**src/rtl/cladapt_pkg.sv**
```systemverilog
// Shared types and geometry for the cache-line to memory-burst adaptor.
// Contents: FSM state enum, line/beat widths, beat count, line offset bits.
// Imported by cacheline_adaptor.
package cladapt_pkg;

    localparam int LINE_W      = 256;
    localparam int BURST_W     = 64;
    localparam int BEATS       = LINE_W / BURST_W;
    localparam int OFFSET_BITS = 5;
    localparam int CNT_W       = $clog2(BEATS);
    localparam int ADDR_W      = 32;
    localparam int LADDR_W     = ADDR_W - OFFSET_BITS;

    typedef enum logic [1:0] {
        IDLE = 2'd0,
        RD   = 2'd1,
        WR   = 2'd2,
        DONE = 2'd3
    } cladapt_state_t;

endpackage

```
**src/rtl/cacheline_adaptor.sv**
```systemverilog
// Purpose : converts one 256-bit line read/write into a 4-beat 64-bit memory burst.
// Latency : BEATS + 2 cycles minimum from request to line_resp_o (IDLE sample, beats, DONE).
// Backpressure: each beat waits for mem_resp_i; gaps hold the beat counter.
//
// Ports:
//   clk, rst (async, active-low)
//   line_*   : arbiter side - request held until the single-cycle line_resp_o
//   mem_*    : burst side   - mem_read_o/mem_write_o held for the whole burst,
//              one beat accepted per cycle with mem_resp_i high
//   err_o    : sticky watchdog flag
// Build option CLADAPT_TIMEOUT_EN adds a per-beat watchdog (parameter TIMEOUT) that
// sets err_o and forces completion; without it err_o is tied low.
module cacheline_adaptor
    import cladapt_pkg::*;
#(
    parameter int TIMEOUT = 1024
)
(
    input  logic                clk,
    input  logic                rst,
    input  logic [ADDR_W-1:0]   line_addr_i,
    input  logic [LINE_W-1:0]   line_wdata_i,
    input  logic                line_read_i,
    input  logic                line_write_i,
    output logic [LINE_W-1:0]   line_rdata_o,
    output logic                line_resp_o,
    output logic [ADDR_W-1:0]   mem_addr_o,
    output logic                mem_read_o,
    output logic                mem_write_o,
    output logic [BURST_W-1:0]  mem_wdata_o,
    input  logic [BURST_W-1:0]  mem_rdata_i,
    input  logic                mem_resp_i,
    output logic                err_o
);

    localparam logic [CNT_W-1:0] LAST_BEAT = CNT_W'(BEATS - 1);

    cladapt_state_t      state_q, state_d;
    logic [CNT_W-1:0]    cnt_q, cnt_d;
    logic [LADDR_W-1:0]  addr_q, addr_d;
    // Holds the write line during WR and assembles read beats during RD.
    logic [LINE_W-1:0]   line_buf_q, line_buf_d;
    // Separate output copy so line_rdata_o stays put until the next read completes.
    logic [LINE_W-1:0]   line_rdata_q, line_rdata_d;

    // Line offset bits are dropped: bursts are always line aligned.
    logic unused_addr_bits;
    assign unused_addr_bits = ^line_addr_i[OFFSET_BITS-1:0];

`ifdef CLADAPT_TIMEOUT_EN
    localparam int               WDOG_W    = $clog2(TIMEOUT + 1);
    localparam logic [WDOG_W-1:0] WDOG_LAST = WDOG_W'(TIMEOUT - 1);

    logic [WDOG_W-1:0] wdog_q, wdog_d;
    logic              err_q, err_d;
`endif

    always_comb begin
        state_d      = state_q;
        cnt_d        = cnt_q;
        addr_d       = addr_q;
        line_buf_d   = line_buf_q;
        line_rdata_d = line_rdata_q;
        line_resp_o  = 1'b0;
        mem_read_o   = 1'b0;
        mem_write_o  = 1'b0;
        mem_wdata_o  = '0;

        case (state_q)
            IDLE: begin
                // Write has priority if both strobes are (illegally) high.
                if (line_write_i) begin
                    addr_d     = line_addr_i[ADDR_W-1:OFFSET_BITS];
                    line_buf_d = line_wdata_i;
                    cnt_d      = '0;
                    state_d    = WR;
                end else if (line_read_i) begin
                    addr_d  = line_addr_i[ADDR_W-1:OFFSET_BITS];
                    cnt_d   = '0;
                    state_d = RD;
                end
            end
            RD: begin
                mem_read_o = 1'b1;
                if (mem_resp_i) begin
                    line_buf_d[BURST_W*cnt_q +: BURST_W] = mem_rdata_i;
                    cnt_d = cnt_q + 1'b1;
                    if (cnt_q == LAST_BEAT) begin
                        state_d = DONE;
                    end
                end
            end
            WR: begin
                mem_write_o = 1'b1;
                mem_wdata_o = line_buf_q[BURST_W*cnt_q +: BURST_W];
                if (mem_resp_i) begin
                    cnt_d = cnt_q + 1'b1;
                    if (cnt_q == LAST_BEAT) begin
                        state_d = DONE;
                    end
                end
            end
            DONE: begin
                line_resp_o = 1'b1;
                state_d     = IDLE;
            end
            default: begin
                state_d = IDLE;
            end
        endcase

`ifdef CLADAPT_TIMEOUT_EN
        // Watchdog counts consecutive silent cycles within a burst; it is
        // cleared by any beat and whenever the FSM is outside RD/WR.
        wdog_d = '0;
        err_d  = err_q;
        if ((state_q == RD || state_q == WR) && !mem_resp_i) begin
            if (wdog_q == WDOG_LAST) begin
                err_d   = 1'b1;
                state_d = DONE;
                cnt_d   = '0;
            end else begin
                wdog_d = wdog_q + 1'b1;
            end
        end
`endif

        // Publish the assembled (or, on timeout, partial) line as the read completes.
        if (state_q == RD && state_d == DONE) begin
            line_rdata_d = line_buf_d;
        end
    end

    always_ff @(posedge clk or negedge rst) begin
        if (!rst) begin
            state_q      <= IDLE;
            cnt_q        <= '0;
            addr_q       <= '0;
            line_buf_q   <= '0;
            line_rdata_q <= '0;
        end else begin
            state_q      <= state_d;
            cnt_q        <= cnt_d;
            addr_q       <= addr_d;
            line_buf_q   <= line_buf_d;
            line_rdata_q <= line_rdata_d;
        end
    end

`ifdef CLADAPT_TIMEOUT_EN
    always_ff @(posedge clk or negedge rst) begin
        if (!rst) begin
            wdog_q <= '0;
            err_q  <= 1'b0;
        end else begin
            wdog_q <= wdog_d;
            err_q  <= err_d;
        end
    end

    assign err_o = err_q;
`else
    assign err_o = 1'b0;
`endif

    assign line_rdata_o = line_rdata_q;
    assign mem_addr_o   = {addr_q, {OFFSET_BITS{1'b0}}};

    // Simultaneous read and write requests are outside the requester contract.
    always_ff @(posedge clk) begin
        if (rst && state_q == IDLE) begin
            assert (!(line_read_i && line_write_i));
        end
    end

endmodule

```
**config.mk**
```make
export PLATFORM = sky130hd
export DESIGN_NAME = cacheline_adaptor
export DESIGN_NICKNAME = d
export VERILOG_FILES = /design/src/rtl/cladapt_pkg.sv /design/src/rtl/cacheline_adaptor.sv
export SDC_FILE = /design/constraint.sdc
export NUM_CORES = 1
export LEC_CHECK = 0
export ABC_CLOCK_PERIOD_IN_PS = 2700
export BUFFER_PORTS_ARGS = -buffer_cell sky130_fd_sc_hd__buf_2
export CAP_MARGIN = 20
export CORE_AREA = 2 2 276 278
export DETAILED_ROUTE_END_ITERATION = 8
export DIE_AREA = 0 0 278 280
export PLACE_DENSITY = 0.71
export SKIP_LAST_GASP = 1
export SYNTH_ARGS = -nofsm -noshare
export SYNTH_HDL_FRONTEND = slang
export SYNTH_SLANG_ARGS = --single-unit
```
**constraint.sdc**
```tcl
create_clock -name clk -period 2.7 [get_ports clk]
set_clock_uncertainty 0.15 [all_clocks]
set_input_delay 0 -clock clk [delete_from_list [all_inputs] [get_ports clk]]
set_output_delay 0 -clock clk [all_outputs]
set_load 0.01 [all_outputs]
```
### After elaboration in Yosys (flattened, before gate mapping)

Index checks and enable logic that the tools add are counted.

* output and inout bits: 356
* flip-flop bits (word level): 543
* bits of input ports: 357
* word-level logic and storage cells: 43

* reductions and logical operators: 7
* multiplexer cells: 19
* eq/ne operators: 7
* shift-type cells: 3
* add/subtract/negate cells: 2

Operators by type and width (number)
* $mux 256: 2
* $pmux 256 s2: 1
* $bwmux 256: 1
* $shift 64x34->256 const A: 1
* $shiftx 256x9->64: 1
* $shiftx 64x34->256: 1
* $mux 64: 1
* $mux 27: 2
* $neg 8->34: 1
* $mux 2: 7
* $eq 2x2->1 const B: 4
* $pmux 2 s3: 1
* $pmux 2 s2: 1
* $reduce_bool 2->1: 2
* $mux 1: 3
* $ne 3x3->1 const B: 1
* $reduce_and 3->1: 1
* $add 2x1->2 const B: 1
* $eq 2x1->1 const B: 1
* $logic_not 2->1: 1
* $ne 2x1->1 const B: 1
* $reduce_and 2->1: 1
* $reduce_or 2->1: 1
* $logic_and 1x1->1: 1

### Logic depth before layout (Yosys ltp)

Gate-level depths: netlist of run 1.

* word-level depth: 6
* depth in mapped cells: 10
* mapped depth without buffers: 6

### Worst setup path after synthesis of run 1

Ideal clock, no wire load.

* path type: reg-to-reg
* start point: register cnt_q[1]
* end point: register line_rdata_q[192], in the netlist line_rdata_o[192]
* required time: 2.425 ns
* setup time: 0.125 ns
* path buffers: 4
* clock period less this slack: 2.914 ns
* cell stages (with the launch flop): 10
* data arrival time: 2.639 ns
* path slack: -0.214 ns
* cell sequence: dfrtp_1 -> clkbuf_1 -> clkbuf_1 -> inv_1 -> ha_1 -> and4b_1 -> buf_2 -> buf_2 -> a221o_1 -> mux2_2

* elaborated cells on any way between the ends: 12
* those cells by class: 1 x add/sub; 2 x eq/ne; 2 x shift; 6 x mux; 1 x reduce/logical

RTL lines
* start, declared: RTL line cacheline_adaptor.sv:39 `logic [CNT_W-1:0] cnt_q, cnt_d;`
* start signal, assigned: RTL line cacheline_adaptor.sv:143 `cnt_q <= cnt_d;`
* $neg 8->34 (*): RTL line cacheline_adaptor.sv:86 `line_buf_d[BURST_W*cnt_q +: BURST_W] = mem_rdata_i;`
* $shiftx 64x34->256 or $shift 64x34->256 (tied branches): RTL line cacheline_adaptor.sv:86
* $bwmux 256 (*): RTL line cacheline_adaptor.sv:86
* $mux 256 (*): RTL line cacheline_adaptor.sv:85 `if (mem_resp_i) begin`
* $pmux 256 s2 (*): RTL line cacheline_adaptor.sv:69 `case (state_q)`
* via line_buf_d[192]: RTL line cacheline_adaptor.sv:42 `logic [LINE_W-1:0] line_buf_q, line_buf_d;`
* end signal, assigned: RTL line cacheline_adaptor.sv:146 `line_rdata_q <= line_rdata_d;`
* end, declared: RTL line cacheline_adaptor.sv:44 `logic [LINE_W-1:0] line_rdata_q, line_rdata_d;`

Mark *: on every way through the listed nets, which the timed path passes. The rest lies on a longest branch.
A chain may end at the register's enable or synchronous reset.

### Final worst setup path of run 1

* start point: register cnt_q[1]
* end point: output port mem_wdata_o[41]

* word-level cells in the longest chain between the ends: 2

Ends and longest elaborated chain
* $shiftx 256x9->64: RTL line cacheline_adaptor.sv:95 `mem_wdata_o = line_buf_q[BURST_W*cnt_q +: BURST_W];`
* $mux 64: RTL line cacheline_adaptor.sv:69
* end, declared: RTL line cacheline_adaptor.sv:30 `output logic [BURST_W-1:0] mem_wdata_o,`

Every way passes these cells.

==> results of run 1 <==
flip-flops by register name (all words and copies together), names as in the netlist:
register	count
state_q	2
line_rdata_o	256
addr_q	27
cnt_q	2
line_buf_q	256
routing by layer:
metal / part of all wire (%) / vias up / GRT usage [%]
met5: 0.012 / - / 0
met4: 5.4 / 2 / 13.1
met3: 8.5 / 342 / 5.43
met2: 48 / 1374 / 40.8
met1: 38 / 11500 / 30.1
li1: - / 9637 / -
kinds of logic after synthesis:
logic type | after synthesis | synth area share [%]
muxes | 603 | 27.0
adders and majority gates | 10 | 0.470
AOI/OAI and AO/OA | 267 | 9.97
and+or+nand+nor | 339 | 8.10
other | 1 | 0.0141
buffers and inverters | 176 | 3.32
DFF | 543 | 51.1
final cells by class:
class	count	area (sq um)	share of cell area, %
antenna	4	10.0	0.0260
clock buffer	91	1860	4.82
clock inverter	17	190	0.494
inverter	7	26.3	0.0682
multi-input combinational	1225	12200	31.7
sequential	543	13600	35.3
tap	978	1220	3.18
timing repair buffer	1245	9400	24.4
path summary, 6_finish.rpt:
| path | endpoint | depth (start not counted) | start |
|---|---|---|---|
| setup / recovery | mem_wdata_o[41] | 4 | cnt_q[1]$_DFFE_PN0P_ |
| hold reg to reg | line_rdata_o[174]$_DFFE_PN0P_ | 1 | line_rdata_o[174]$_DFFE_PN0P_ |
| max in group asynchronous | line_rdata_o[153]$_DFFE_PN0P_ | 5 | rst |
| hold / removal | line_buf_q[48]$_DFF_PN0_ | 3 | mem_rdata_i[48] |
| setup reg to reg | line_rdata_o[215]$_DFFE_PN0P_ | 7 | cnt_q[1]$_DFFE_PN0P_ |
| min in group asynchronous | line_rdata_o[145]$_DFFE_PN0P_ | 3 | rst |
tightest hold or removal path, stage by stage:
cell and delay, ps:
sky130_fd_sc_hd__dlygate4sd3_1 510, sky130_fd_sc_hd__buf_2 140, sky130_fd_sc_hd__a221o_1 160
per-stage QoR:
| step | hold slack (ps) | setup slack, ps | instance area, sq um | power (mW) | instances |
|---|---|---|---|---|---|
| 2_1_floorplan | -446 | 34.5 | 26600 | 25.2 | 1944 |
| 6_report | 87.5 | 27.0 | 38500 | 43.4 | 4110 |
| 4_1_cts | 41.1 | -6.10 | 38300 | 42.7 | 4094 |
| 3_3_place_gp | -77.4 | 79.5 | 32000 | 32.5 | 3565 |
| 5_1_grt | 80.3 | -36.2 | 38500 | 45.4 | 4109 |
| 3_5_place_dp | -66.7 | 16.5 | 32000 | 32.9 | 3565 |
synth_stat cells (2+ instances only):
cell type	number	share of area [%]
sky130_fd_sc_hd__a21oi_1	3	0.056
sky130_fd_sc_hd__a221o_1	256	9.6
sky130_fd_sc_hd__a31oi_2	2	0.094
sky130_fd_sc_hd__and2_1	64	1.5
sky130_fd_sc_hd__buf_1	3	0.042
sky130_fd_sc_hd__buf_2	78	1.5
sky130_fd_sc_hd__buf_4	31	0.88
sky130_fd_sc_hd__clkbuf_1	56	0.79
sky130_fd_sc_hd__dfrtp_1	543	51
sky130_fd_sc_hd__ha_1	10	0.47
sky130_fd_sc_hd__inv_1	7	0.099
sky130_fd_sc_hd__mux2_1	34	1.4
sky130_fd_sc_hd__mux2_2	249	11
sky130_fd_sc_hd__mux2i_1	256	9.6
sky130_fd_sc_hd__mux4_2	64	5.4
sky130_fd_sc_hd__nand2_1	2	0.028
sky130_fd_sc_hd__nor2_1	4	0.056
sky130_fd_sc_hd__nor2b_1	257	6.0
sky130_fd_sc_hd__o22ai_1	2	0.047
power groups by stage:
stage	combinational [mW]	sequential (mW)	clock (mW)
2_1_floorplan	10.8	14.4	0
3_3_place_gp	18.2	14.3	0
6_report	20.4	14.5	8.48
4_1_cts	19.7	14.3	8.61
5_1_grt	21.6	14.9	8.92
3_5_place_dp	18.5	14.4	0
timing repair:
action                     4_1_cts  5_1_grt
gates cloned                     1        5
hold endpoints to repair      1079        0
gates resized for setup          3       16
pin swaps                        0        1
setup endpoints to repair       53      283
hold buffers                   415        0
buffers inserted                 5        7
==> impl_metrics.xml, run 1 <==
<?xml version="1.0" encoding="UTF-8"?>
<metrics>
  <group name="floorplanning">
    <metric name="floorplan_die_height" unit="um">280</metric>
    <metric name="core_box_area" unit="sq um">75200</metric>
    <metric name="pin_count" unit="">713</metric>
    <metric name="std_cell_rows" unit="">101</metric>
    <metric name="floorplan.die_area" unit="sq um">77800</metric>
    <metric name="start_util" unit="%">35.4</metric>
    <metric name="dieWidth" unit="um">278</metric>
  </group>
  <group name="placement">
    <metric name="port_buffers" unit="">701</metric>
    <metric name="gp_congestion" unit="">0.861</metric>
    <metric name="detailed_place_hpwl" unit="um">62100</metric>
  </group>
  <group name="clocking">
    <metric name="clkSinkCount" unit="">543</metric>
    <metric name="clkSlewWorstSetupHoldPaths" unit="ps">60</metric>
    <metric name="max-clock-path-buffers" unit="">3</metric>
    <metric name="cts_tree" unit="">built</metric>
    <metric name="clockRootBuffer" unit="">sky130_fd_sc_hd__clkbuf_16</metric>
    <metric name="cts_buffers" unit="">60</metric>
    <metric name="clk_latency" unit="ps">630</metric>
    <metric name="clock_h_tree_levels" unit="">2</metric>
  </group>
  <group name="sta">
    <metric name="finalCriticalPeriod" unit="ps">2670</metric>
    <metric name="setup-tns-final" unit="ps">0</metric>
    <metric name="worst_pin_slew" unit="ps">799</metric>
    <metric name="setup_viol_count_final" unit="">0</metric>
    <metric name="max-slew-margin-rel" unit="%">46.8</metric>
    <metric name="drv_slew" unit="">0</metric>
    <metric name="timing.final.hold_violations" unit="">0</metric>
    <metric name="achievable-frequency" unit="MHz">374</metric>
    <metric name="fin_crit_sh" unit="%">99.0</metric>
    <metric name="setup_repair_after_global_routing_missed_its_margin" unit="">yes</metric>
  </group>
  <group name="synthesis">
    <metric name="ffs_latches_synth" unit="">543</metric>
    <metric name="yosys_warnings" unit="">0</metric>
    <metric name="ys_async_sr_fraction" unit="%">100</metric>
    <metric name="synth_enable_flop_cells" unit="">0</metric>
    <metric name="syn-mean-instance-area" unit="sq um">13.7</metric>
    <metric name="syn-cell-area" unit="sq um">26600</metric>
    <metric name="yosysSeqAreaShare" unit="%">51.1</metric>
    <metric name="yosysUniqueCellTypes" unit="">37</metric>
    <metric name="netlist_instances" unit="">1939</metric>
    <metric name="synthFlopType" unit="">sky130_fd_sc_hd__dfrtp_1</metric>
  </group>
  <group name="route">
    <metric name="drc" unit="">0</metric>
    <metric name="drt_iter0_drc" unit="">1920</metric>
    <metric name="drt.antenna.violating_nets" unit="">0</metric>
    <metric name="routed_wirelength" unit="um">100000</metric>
    <metric name="post_drt_wl_per_cell" unit="um">24.5</metric>
    <metric name="num_vias" unit="">22900</metric>
    <metric name="drt_pass1_iterations" unit="">5</metric>
    <metric name="viasPerCell" unit="">5.56</metric>
  </group>
  <group name="global_routing">
    <metric name="grt_overflow" unit="">0</metric>
    <metric name="groute.usage.overall" unit="%">24.6</metric>
    <metric name="antenna_found_initial" unit="">4</metric>
    <metric name="maximum_number_of_pins_on_one_net_before_global_route_repair" unit="">130</metric>
    <metric name="vias_in_the_first_global_route" unit="">24200</metric>
    <metric name="wire_length_of_the_first_global_routing_pass" unit="um">149000</metric>
  </group>
  <group name="critical_path">
    <metric name="required" unit="ps">2550</metric>
    <metric name="slack_of_the_worst_reg_to_reg_path" unit="ps">40</metric>
    <metric name="cp_max_fo" unit="">31</metric>
    <metric name="cp_slowest_cell" unit="">sky130_fd_sc_hd__mux4_2</metric>
    <metric name="cp.buffers_inverters" unit="">2</metric>
    <metric name="worst_path_dominant_cell_family" unit="">multiplexers</metric>
    <metric name="worstSetupStartpointType" unit="">register</metric>
    <metric name="timing.critical_path.cells" unit="">buf_6, mux4_2, and2_1, buf_2</metric>
    <metric name="critPathKind" unit="">reg -&gt; out</metric>
    <metric name="cp_slowest_stage_delay" unit="ps">560</metric>
    <metric name="worst-endpoint-arrival" unit="ps">2520</metric>
    <metric name="setup.worst_path.end_class" unit="">output port</metric>
  </group>
  <group name="cells_and_area">
    <metric name="finalNetCount" unit="">3449</metric>
    <metric name="final_common_cell" unit="">sky130_fd_sc_hd__buf_2</metric>
    <metric name="num-fill-cells" unit="">6196</metric>
    <metric name="drive_above_1_share" unit="%">40.3</metric>
    <metric name="area.growth.synth_to_final" unit="%">44.9</metric>
    <metric name="postLayoutCoreUtil" unit="%">51.2</metric>
    <metric name="most-common-layout-cells" unit="">sky130_fd_sc_hd__buf_2, sky130_fd_sc_hd__dfrtp_1, sky130_fd_sc_hd__dlygate4sd3_1</metric>
  </group>
  <group name="flow_run">
    <metric name="drv_cap" unit="">0</metric>
  </group>
  <group name="power_and_ir_drop">
    <metric name="p_seq_share" unit="%">33.4</metric>
    <metric name="combPwrFrac" unit="%">47.1</metric>
    <metric name="cellInternalPower" unit="mW">26.9</metric>
    <metric name="power.switching" unit="mW">16.5</metric>
    <metric name="vdd_ir_drop_max" unit="mV">0.884</metric>
    <metric name="clkPwrFrac" unit="%">19.5</metric>
    <metric name="power.static_leakage" unit="nW">18.8</metric>
    <metric name="power_per_cell_area" unit="nW/um^2">1130</metric>
    <metric name="switching_share" unit="%">37.9</metric>
  </group>
  <group name="min_path">
    <metric name="hold_path.class" unit="">in -&gt; reg</metric>
  </group>
  <group name="outcome">
    <metric name="status" unit="">completed</metric>
  </group>
</metrics>
(Power assumes the default switching activity.)
==> run 2, diff against run 1 <==
Settings changed: PLACE_DENSITY 0.71 to default.
==> impl_metrics.xml, run 2 (synthesis gave the netlist of run 1 again) <==
<?xml version="1.0" encoding="UTF-8"?>
<metrics>
  <group name="sta">
    <metric name="timing.final.hold_violations" unit="">0</metric>
    <metric name="setup_viol_count_final" unit="">0</metric>
    <metric name="max-slew-margin-rel" unit="%">41.5</metric>
    <metric name="fin_crit_sh" unit="%">99.1</metric>
    <metric name="setup_repair_after_global_routing_missed_its_margin" unit="">yes</metric>
    <metric name="worst_pin_slew" unit="ps">877</metric>
    <metric name="finalCriticalPeriod" unit="ps">2670</metric>
    <metric name="final.setup.worst_slack" unit="ps">25.4</metric>
    <metric name="drv_slew" unit="">0</metric>
    <metric name="achievable-frequency" unit="MHz">374</metric>
  </group>
  <group name="placement">
    <metric name="detailed_place_hpwl" unit="um">66500</metric>
    <metric name="port_buffers" unit="">701</metric>
    <metric name="gp_congestion" unit="">0.884</metric>
    <metric name="placement.setup.worst_slack" unit="ps">-54.6</metric>
    <metric name="postPlaceCellArea" unit="sq um">31800</metric>
  </group>
  <group name="floorplanning">
    <metric name="pin_count" unit="">713</metric>
    <metric name="floorplan.die_area" unit="sq um">77800</metric>
    <metric name="std_cell_rows" unit="">101</metric>
    <metric name="dieWidth" unit="um">278</metric>
    <metric name="floorplan_die_height" unit="um">280</metric>
    <metric name="start_util" unit="%">35.4</metric>
    <metric name="core_box_area" unit="sq um">75200</metric>
  </group>
  <group name="global_routing">
    <metric name="maximum_number_of_pins_on_one_net_before_global_route_repair" unit="">134</metric>
    <metric name="vias_in_the_first_global_route" unit="">24000</metric>
    <metric name="antenna_found_initial" unit="">11</metric>
    <metric name="grt_overflow" unit="">0</metric>
    <metric name="wire_length_of_the_first_global_routing_pass" unit="um">150000</metric>
    <metric name="groute.usage.overall" unit="%">25.3</metric>
  </group>
  <group name="critical_path">
    <metric name="path_common_cell" unit="">sky130_fd_sc_hd__buf_4</metric>
    <metric name="critPathLaunch" unit="">cnt_q[0]$_DFFE_PN0P_</metric>
    <metric name="r2r_cells" unit="">9</metric>
    <metric name="worstSetupStartpointType" unit="">register</metric>
    <metric name="worst-endpoint-arrival" unit="ps">3060</metric>
    <metric name="worst_path_dominant_cell_family" unit="">buffers and inverters</metric>
    <metric name="cp_max_fo" unit="">25</metric>
    <metric name="cp.buffers_inverters" unit="">4</metric>
    <metric name="critPathKind" unit="">reg -&gt; reg</metric>
    <metric name="timing.critical_path.cells" unit="">inv_1, buf_4, ha_1, nand4b_1, nor4_4, buf_4, clkbuf_16, a221o_1, mux2_2</metric>
    <metric name="cp_slowest_cell" unit="">sky130_fd_sc_hd__dfrtp_4</metric>
    <metric name="slack_of_the_worst_reg_to_reg_path" unit="ps">30</metric>
    <metric name="regToRegEndpoint" unit="">line_rdata_o[176]$_DFFE_PN0P_</metric>
    <metric name="required" unit="ps">3090</metric>
    <metric name="cp_slowest_stage_delay" unit="ps">540</metric>
    <metric name="setup.worst_path.end_class" unit="">register</metric>
    <metric name="crit-reg2reg-launch" unit="">cnt_q[0]$_DFFE_PN0P_</metric>
  </group>
  <group name="cells_and_area">
    <metric name="most-common-layout-cells" unit="">sky130_fd_sc_hd__buf_2, sky130_fd_sc_hd__dfrtp_1, sky130_fd_sc_hd__dlygate4sd3_1</metric>
    <metric name="final_common_cell" unit="">sky130_fd_sc_hd__buf_2</metric>
    <metric name="drive_above_1_share" unit="%">40.6</metric>
    <metric name="finalNetCount" unit="">3406</metric>
    <metric name="area.growth.synth_to_final" unit="%">43.5</metric>
    <metric name="num-fill-cells" unit="">6449</metric>
    <metric name="finish.instance_area" unit="sq um">38200</metric>
  </group>
  <group name="route">
    <metric name="num_vias" unit="">22300</metric>
    <metric name="routed_wirelength" unit="um">102000</metric>
    <metric name="post_drt_wl_per_cell" unit="um">25.2</metric>
    <metric name="drc" unit="">0</metric>
    <metric name="drt_iter0_drc" unit="">1786</metric>
    <metric name="drt_pass1_iterations" unit="">5</metric>
    <metric name="drt.antenna.violating_nets" unit="">0</metric>
    <metric name="viasPerCell" unit="">5.47</metric>
  </group>
  <group name="clocking">
    <metric name="clkSinkCount" unit="">543</metric>
    <metric name="clk_latency" unit="ps">600</metric>
    <metric name="clockRootBuffer" unit="">sky130_fd_sc_hd__clkbuf_16</metric>
    <metric name="clock_h_tree_levels" unit="">3</metric>
    <metric name="max-clock-path-buffers" unit="">3</metric>
    <metric name="cts_tree" unit="">built</metric>
    <metric name="cts_buffers" unit="">67</metric>
    <metric name="clkSlewWorstSetupHoldPaths" unit="ps">60</metric>
  </group>
  <group name="min_path">
    <metric name="hold_path.startpoint" unit="">line_addr_i[31]</metric>
    <metric name="hold-path-endpoint" unit="">addr_q[26]$_DFFE_PN0P_</metric>
    <metric name="hold_path.class" unit="">in -&gt; reg</metric>
    <metric name="whs_path_depth" unit="">3</metric>
  </group>
  <group name="power_and_ir_drop">
    <metric name="fin_total_pwr" unit="mW">43.7</metric>
    <metric name="vdd_ir_drop_max" unit="mV">0.913</metric>
    <metric name="p_seq_share" unit="%">32.9</metric>
    <metric name="cellInternalPower" unit="mW">27.2</metric>
    <metric name="clkPwrFrac" unit="%">21.0</metric>
    <metric name="power.switching" unit="mW">16.4</metric>
    <metric name="combPwrFrac" unit="%">46.1</metric>
    <metric name="switching_share" unit="%">37.7</metric>
    <metric name="power.static_leakage" unit="nW">18.7</metric>
    <metric name="power_per_cell_area" unit="nW/um^2">1140</metric>
  </group>
  <group name="outcome">
    <metric name="status" unit="">completed</metric>
  </group>
  <group name="flow_run">
    <metric name="drv_cap" unit="">0</metric>
  </group>
</metrics>
## run 2: cell count changes in the layout (fill, tap and decap cells not counted), sizes merged
| cell | change |
|---|---|
| dlygate4sd3 | -38 |
| buf | -10 |
| clkbuf | +4 |
| diode | +4 |
| clkinv | +3 |
| bufinv | +1 |
| clkinvlp | -1 |
## run 2: power groups by stage
| stage | Combinational [mW] | Clock [mW] | Sequential, mW |
|---|---|---|---|
| floorplan | 10.8 | 0 | 14.4 |
| global placement | 18.7 | 0 | 14.2 |
| detailed placement | 19.1 | 0 | 14.3 |
| CTS | 19.8 | 9.35 | 14.3 |
| global route | 21.4 | 9.70 | 14.7 |
| finish | 20.1 | 9.17 | 14.4 |
## run 2: timing repair
action / 4_1_cts / 5_1_grt
endpoints found under the setup margin: 46 / 202
hold buffers: 378 / 0
gates resized for setup: 4 / 11
gates cloned: 0 / 4
buffers inserted: 4 / 12
pin swaps: 0 / 6
hold endpoints to repair: 1014 / 0
## run 2: cell type report
class / count / area [sq um] / share of cell area [%]
diodes: 8 / 20.0 / 0.0525
clock buffers: 97 / 1980 / 5.19
clock inverters: 20 / 250 / 0.656
inverters: 7 / 26.3 / 0.0689
multi-input cells: 1225 / 12200 / 32.0
flip-flops and latches: 543 / 13600 / 35.6
well taps: 978 / 1220 / 3.21
repair buffers: 1195 / 8840 / 23.2
## run 2: through the flow
step                utilization [%]  TNS [ps]  hold slack, ps  cells
floorplan                         -         0            -446   1944
global placement               42.3         0            -168   3550
detailed placement             42.3      -987            -167   3550
CTS                            50.4         0            12.8   4049
global route                   50.7     -1750            42.4   4072
finish                         50.8         0            48.9   4073
## run 2: worst register-to-register path, cell delays in order, from the launching register on
cell,delay [ps]
sky130_fd_sc_hd__dfrtp_4,540
sky130_fd_sc_hd__inv_1,120
sky130_fd_sc_hd__buf_4,140
sky130_fd_sc_hd__ha_1,230
sky130_fd_sc_hd__nand4b_1,210
sky130_fd_sc_hd__nor4_4,320
sky130_fd_sc_hd__buf_4,210
sky130_fd_sc_hd__clkbuf_16,250
sky130_fd_sc_hd__a221o_1,290
sky130_fd_sc_hd__mux2_2,160
## run 2: worst max path at each step
stage	slack, ps	cells past startpoint	end
floorplan	30	8	line_rdata_o[192]$_DFFE_PN0P_
global placement	40	8	line_rdata_o[211]$_DFFE_PN0P_
detailed placement	-50	7	line_rdata_o[13]$_DFFE_PN0P_
CTS	10	8	line_rdata_o[124]$_DFFE_PN0P_
global route	-70	9	line_rdata_o[175]$_DFFE_PN0P_
finish	30	9	line_rdata_o[176]$_DFFE_PN0P_
## run 2: routing by layer
layer	wire, um	global-route usage, %
met5	42	0
met4	4500	12.1
met3	7340	5.49
met2	50400	42.4
met1	40200	31.0
==> run 3, diff against run 2 <==
Settings changed: CELL_PAD_IN_SITES_DETAIL_PLACEMENT from default to 1, CELL_PAD_IN_SITES_GLOBAL_PLACEMENT from default to 1, PLACE_DENSITY_LB_ADDON from default to 0.1.
==> impl_metrics.xml, run 3 (synthesis gave the netlist of run 1 again) <==
<?xml version="1.0" encoding="UTF-8"?>
<metrics>
  <group name="route">
    <metric name="drc" unit="">0</metric>
    <metric name="drt_pass1_iterations" unit="">5</metric>
    <metric name="num_vias" unit="">22200</metric>
    <metric name="routed_wirelength" unit="um">112000</metric>
    <metric name="post_drt_wl_per_cell" unit="um">27.6</metric>
    <metric name="drt.antenna.violating_nets" unit="">0</metric>
    <metric name="drt_iter0_drc" unit="">1163</metric>
    <metric name="viasPerCell" unit="">5.49</metric>
  </group>
  <group name="power_and_ir_drop">
    <metric name="cellInternalPower" unit="mW">26.8</metric>
    <metric name="fin_total_pwr" unit="mW">43.7</metric>
    <metric name="p_seq_share" unit="%">32.9</metric>
    <metric name="switching_share" unit="%">38.7</metric>
    <metric name="clkPwrFrac" unit="%">21.0</metric>
    <metric name="power.switching" unit="mW">16.9</metric>
    <metric name="power_per_cell_area" unit="nW/um^2">1150</metric>
    <metric name="combPwrFrac" unit="%">46.1</metric>
    <metric name="power.static_leakage" unit="nW">18.5</metric>
    <metric name="vdd_ir_drop_max" unit="mV">0.992</metric>
  </group>
  <group name="critical_path">
    <metric name="setup.worst_path.end_class" unit="">output port</metric>
    <metric name="critPathKind" unit="">reg -&gt; out</metric>
    <metric name="required" unit="ps">2550</metric>
    <metric name="cp_max_fo" unit="">25</metric>
    <metric name="worst-endpoint-arrival" unit="ps">2480</metric>
    <metric name="worstSetupStartpointType" unit="">register</metric>
  </group>
  <group name="sta">
    <metric name="finalCriticalPeriod" unit="ps">2630</metric>
    <metric name="fin_crit_sh" unit="%">97.4</metric>
    <metric name="setup_repair_after_global_routing_missed_its_margin" unit="">yes</metric>
    <metric name="setup_viol_count_final" unit="">0</metric>
    <metric name="timing.final.hold_violations" unit="">0</metric>
    <metric name="drv_slew" unit="">0</metric>
    <metric name="max-slew-margin-rel" unit="%">49.6</metric>
    <metric name="achievable-frequency" unit="MHz">380</metric>
    <metric name="worst_pin_slew" unit="ps">755</metric>
  </group>
  <group name="clocking">
    <metric name="cts_buffers" unit="">67</metric>
    <metric name="max-clock-path-buffers" unit="">3</metric>
    <metric name="clkSinkCount" unit="">543</metric>
    <metric name="clkSlewWorstSetupHoldPaths" unit="ps">60</metric>
    <metric name="clock_h_tree_levels" unit="">3</metric>
    <metric name="clk_latency" unit="ps">610</metric>
    <metric name="cts_tree" unit="">built</metric>
    <metric name="clockRootBuffer" unit="">sky130_fd_sc_hd__clkbuf_16</metric>
  </group>
  <group name="flow_run">
    <metric name="drv_cap" unit="">0</metric>
  </group>
  <group name="outcome">
    <metric name="status" unit="">completed</metric>
  </group>
  <group name="global_routing">
    <metric name="wire_length_of_the_first_global_routing_pass" unit="um">164000</metric>
    <metric name="grt_overflow" unit="">0</metric>
    <metric name="maximum_number_of_pins_on_one_net_before_global_route_repair" unit="">149</metric>
    <metric name="antenna_found_initial" unit="">13</metric>
    <metric name="groute.usage.overall" unit="%">28.0</metric>
    <metric name="vias_in_the_first_global_route" unit="">24600</metric>
  </group>
  <group name="floorplanning">
    <metric name="std_cell_rows" unit="">101</metric>
    <metric name="start_util" unit="%">35.4</metric>
    <metric name="dieWidth" unit="um">278</metric>
    <metric name="core_box_area" unit="sq um">75200</metric>
    <metric name="pin_count" unit="">713</metric>
    <metric name="floorplan_die_height" unit="um">280</metric>
    <metric name="floorplan.die_area" unit="sq um">77800</metric>
  </group>
  <group name="cells_and_area">
    <metric name="num-fill-cells" unit="">7755</metric>
    <metric name="area.growth.synth_to_final" unit="%">42.7</metric>
    <metric name="final_common_cell" unit="">sky130_fd_sc_hd__buf_2</metric>
    <metric name="instances_no_fill" unit="">4052</metric>
    <metric name="drive_above_1_share" unit="%">40.1</metric>
    <metric name="most-common-layout-cells" unit="">sky130_fd_sc_hd__buf_2, sky130_fd_sc_hd__dfrtp_1, sky130_fd_sc_hd__dlygate4sd3_1</metric>
    <metric name="multiInputGateArea" unit="sq um">12200</metric>
    <metric name="postLayoutCoreUtil" unit="%">50.5</metric>
    <metric name="finalNetCount" unit="">3384</metric>
    <metric name="register_area" unit="sq um">13600</metric>
  </group>
  <group name="placement">
    <metric name="gp_congestion" unit="">0.830</metric>
    <metric name="detailed_place_hpwl" unit="um">72300</metric>
    <metric name="port_buffers" unit="">701</metric>
    <metric name="cell_count_after_placement" unit="">3538</metric>
  </group>
  <group name="min_path">
    <metric name="hold_path.class" unit="">in -&gt; reg</metric>
  </group>
</metrics>
[run 3: power groups by stage]
stage / clock, mW / sequential, mW / combinational [mW]
after floorplan: 0 / 14.4 / 10.8
after global placement: 0 / 14.2 / 19.0
after detailed placement: 0 / 14.4 / 19.4
after CTS: 9.39 / 14.3 / 20.0
after global routing: 9.68 / 14.8 / 21.5
final: 9.16 / 14.4 / 20.1
[run 3: worst paths after layout]
kind                                          startpoint                       endpoint  slack, ps  cells past startpoint
min                                      line_addr_i[18]         addr_q[13]$_DFFE_PN0P_         30                      3
max in group asynchronous                            rst  line_rdata_o[244]$_DFFE_PN0P_       1220                      5
min reg2reg                line_rdata_o[151]$_DFFE_PN0P_  line_rdata_o[151]$_DFFE_PN0P_        330                      1
min in group asynchronous                            rst  line_rdata_o[140]$_DFFE_PN0P_        500                      4
max                                 cnt_q[1]$_DFFE_PN0P_                mem_wdata_o[16]         70                      4
max reg2reg                         cnt_q[0]$_DFFE_PN0P_  line_rdata_o[203]$_DFFE_PN0P_         80                      7
[run 3: layer usage]
layer / wire (um) / track usage [%] / part of all wire [%]
met1: 45000 / 34.3 / 40
met5: 57 / 0 / 0.051
met2: 56300 / 48.5 / 50
met4: 4210 / 11.0 / 3.8
met3: 6050 / 5.71 / 5.4
[run 3: repair_timing]
action                                  in CTS  in global routing
endpoints found under the setup margin     130                215
gates cloned                                 0                  3
resized for setup                            7                 12
hold buffers                               381                  0
hold endpoints to repair                   960                  0
buffers inserted                             0                  4
pin swaps                                    0                  1
[run 3: per-stage QoR]
| step | setup TNS, ps | setup slack [ps] | cell area (sq um) | hold WS, ps |
|---|---|---|---|---|
| 4_1_cts | -3.86 | -3.86 | 37800 | 0.249 |
| 2_1_floorplan | 0 | 34.5 | 26600 | -446 |
| 3_3_place_gp | 0 | 37.3 | 31700 | -178 |
| 3_5_place_dp | -2230 | -66.8 | 31700 | -170 |
| 5_1_grt | -888 | -38.4 | 37900 | 33.1 |
| 6_report | 0 | 71.0 | 38000 | 28.0 |
[run 3: worst max-delay path, stage by stage, from the launching register on]
cell	delay (ps)
sky130_fd_sc_hd__dfrtp_4	450
sky130_fd_sc_hd__buf_4	500
sky130_fd_sc_hd__mux4_2	580
sky130_fd_sc_hd__and2_1	200
sky130_fd_sc_hd__buf_2	140
[run 3: final cells by class]
type / count / area share, %
sequential: 543 / 35.8
clock buffer: 92 / 5.03
timing repair buffer: 1173 / 22.8
clock inverter: 22 / 0.758
antenna: 12 / 0.0791
inverter: 7 / 0.0692
multi-input combinational: 1225 / 32.2
tap: 978 / 3.22
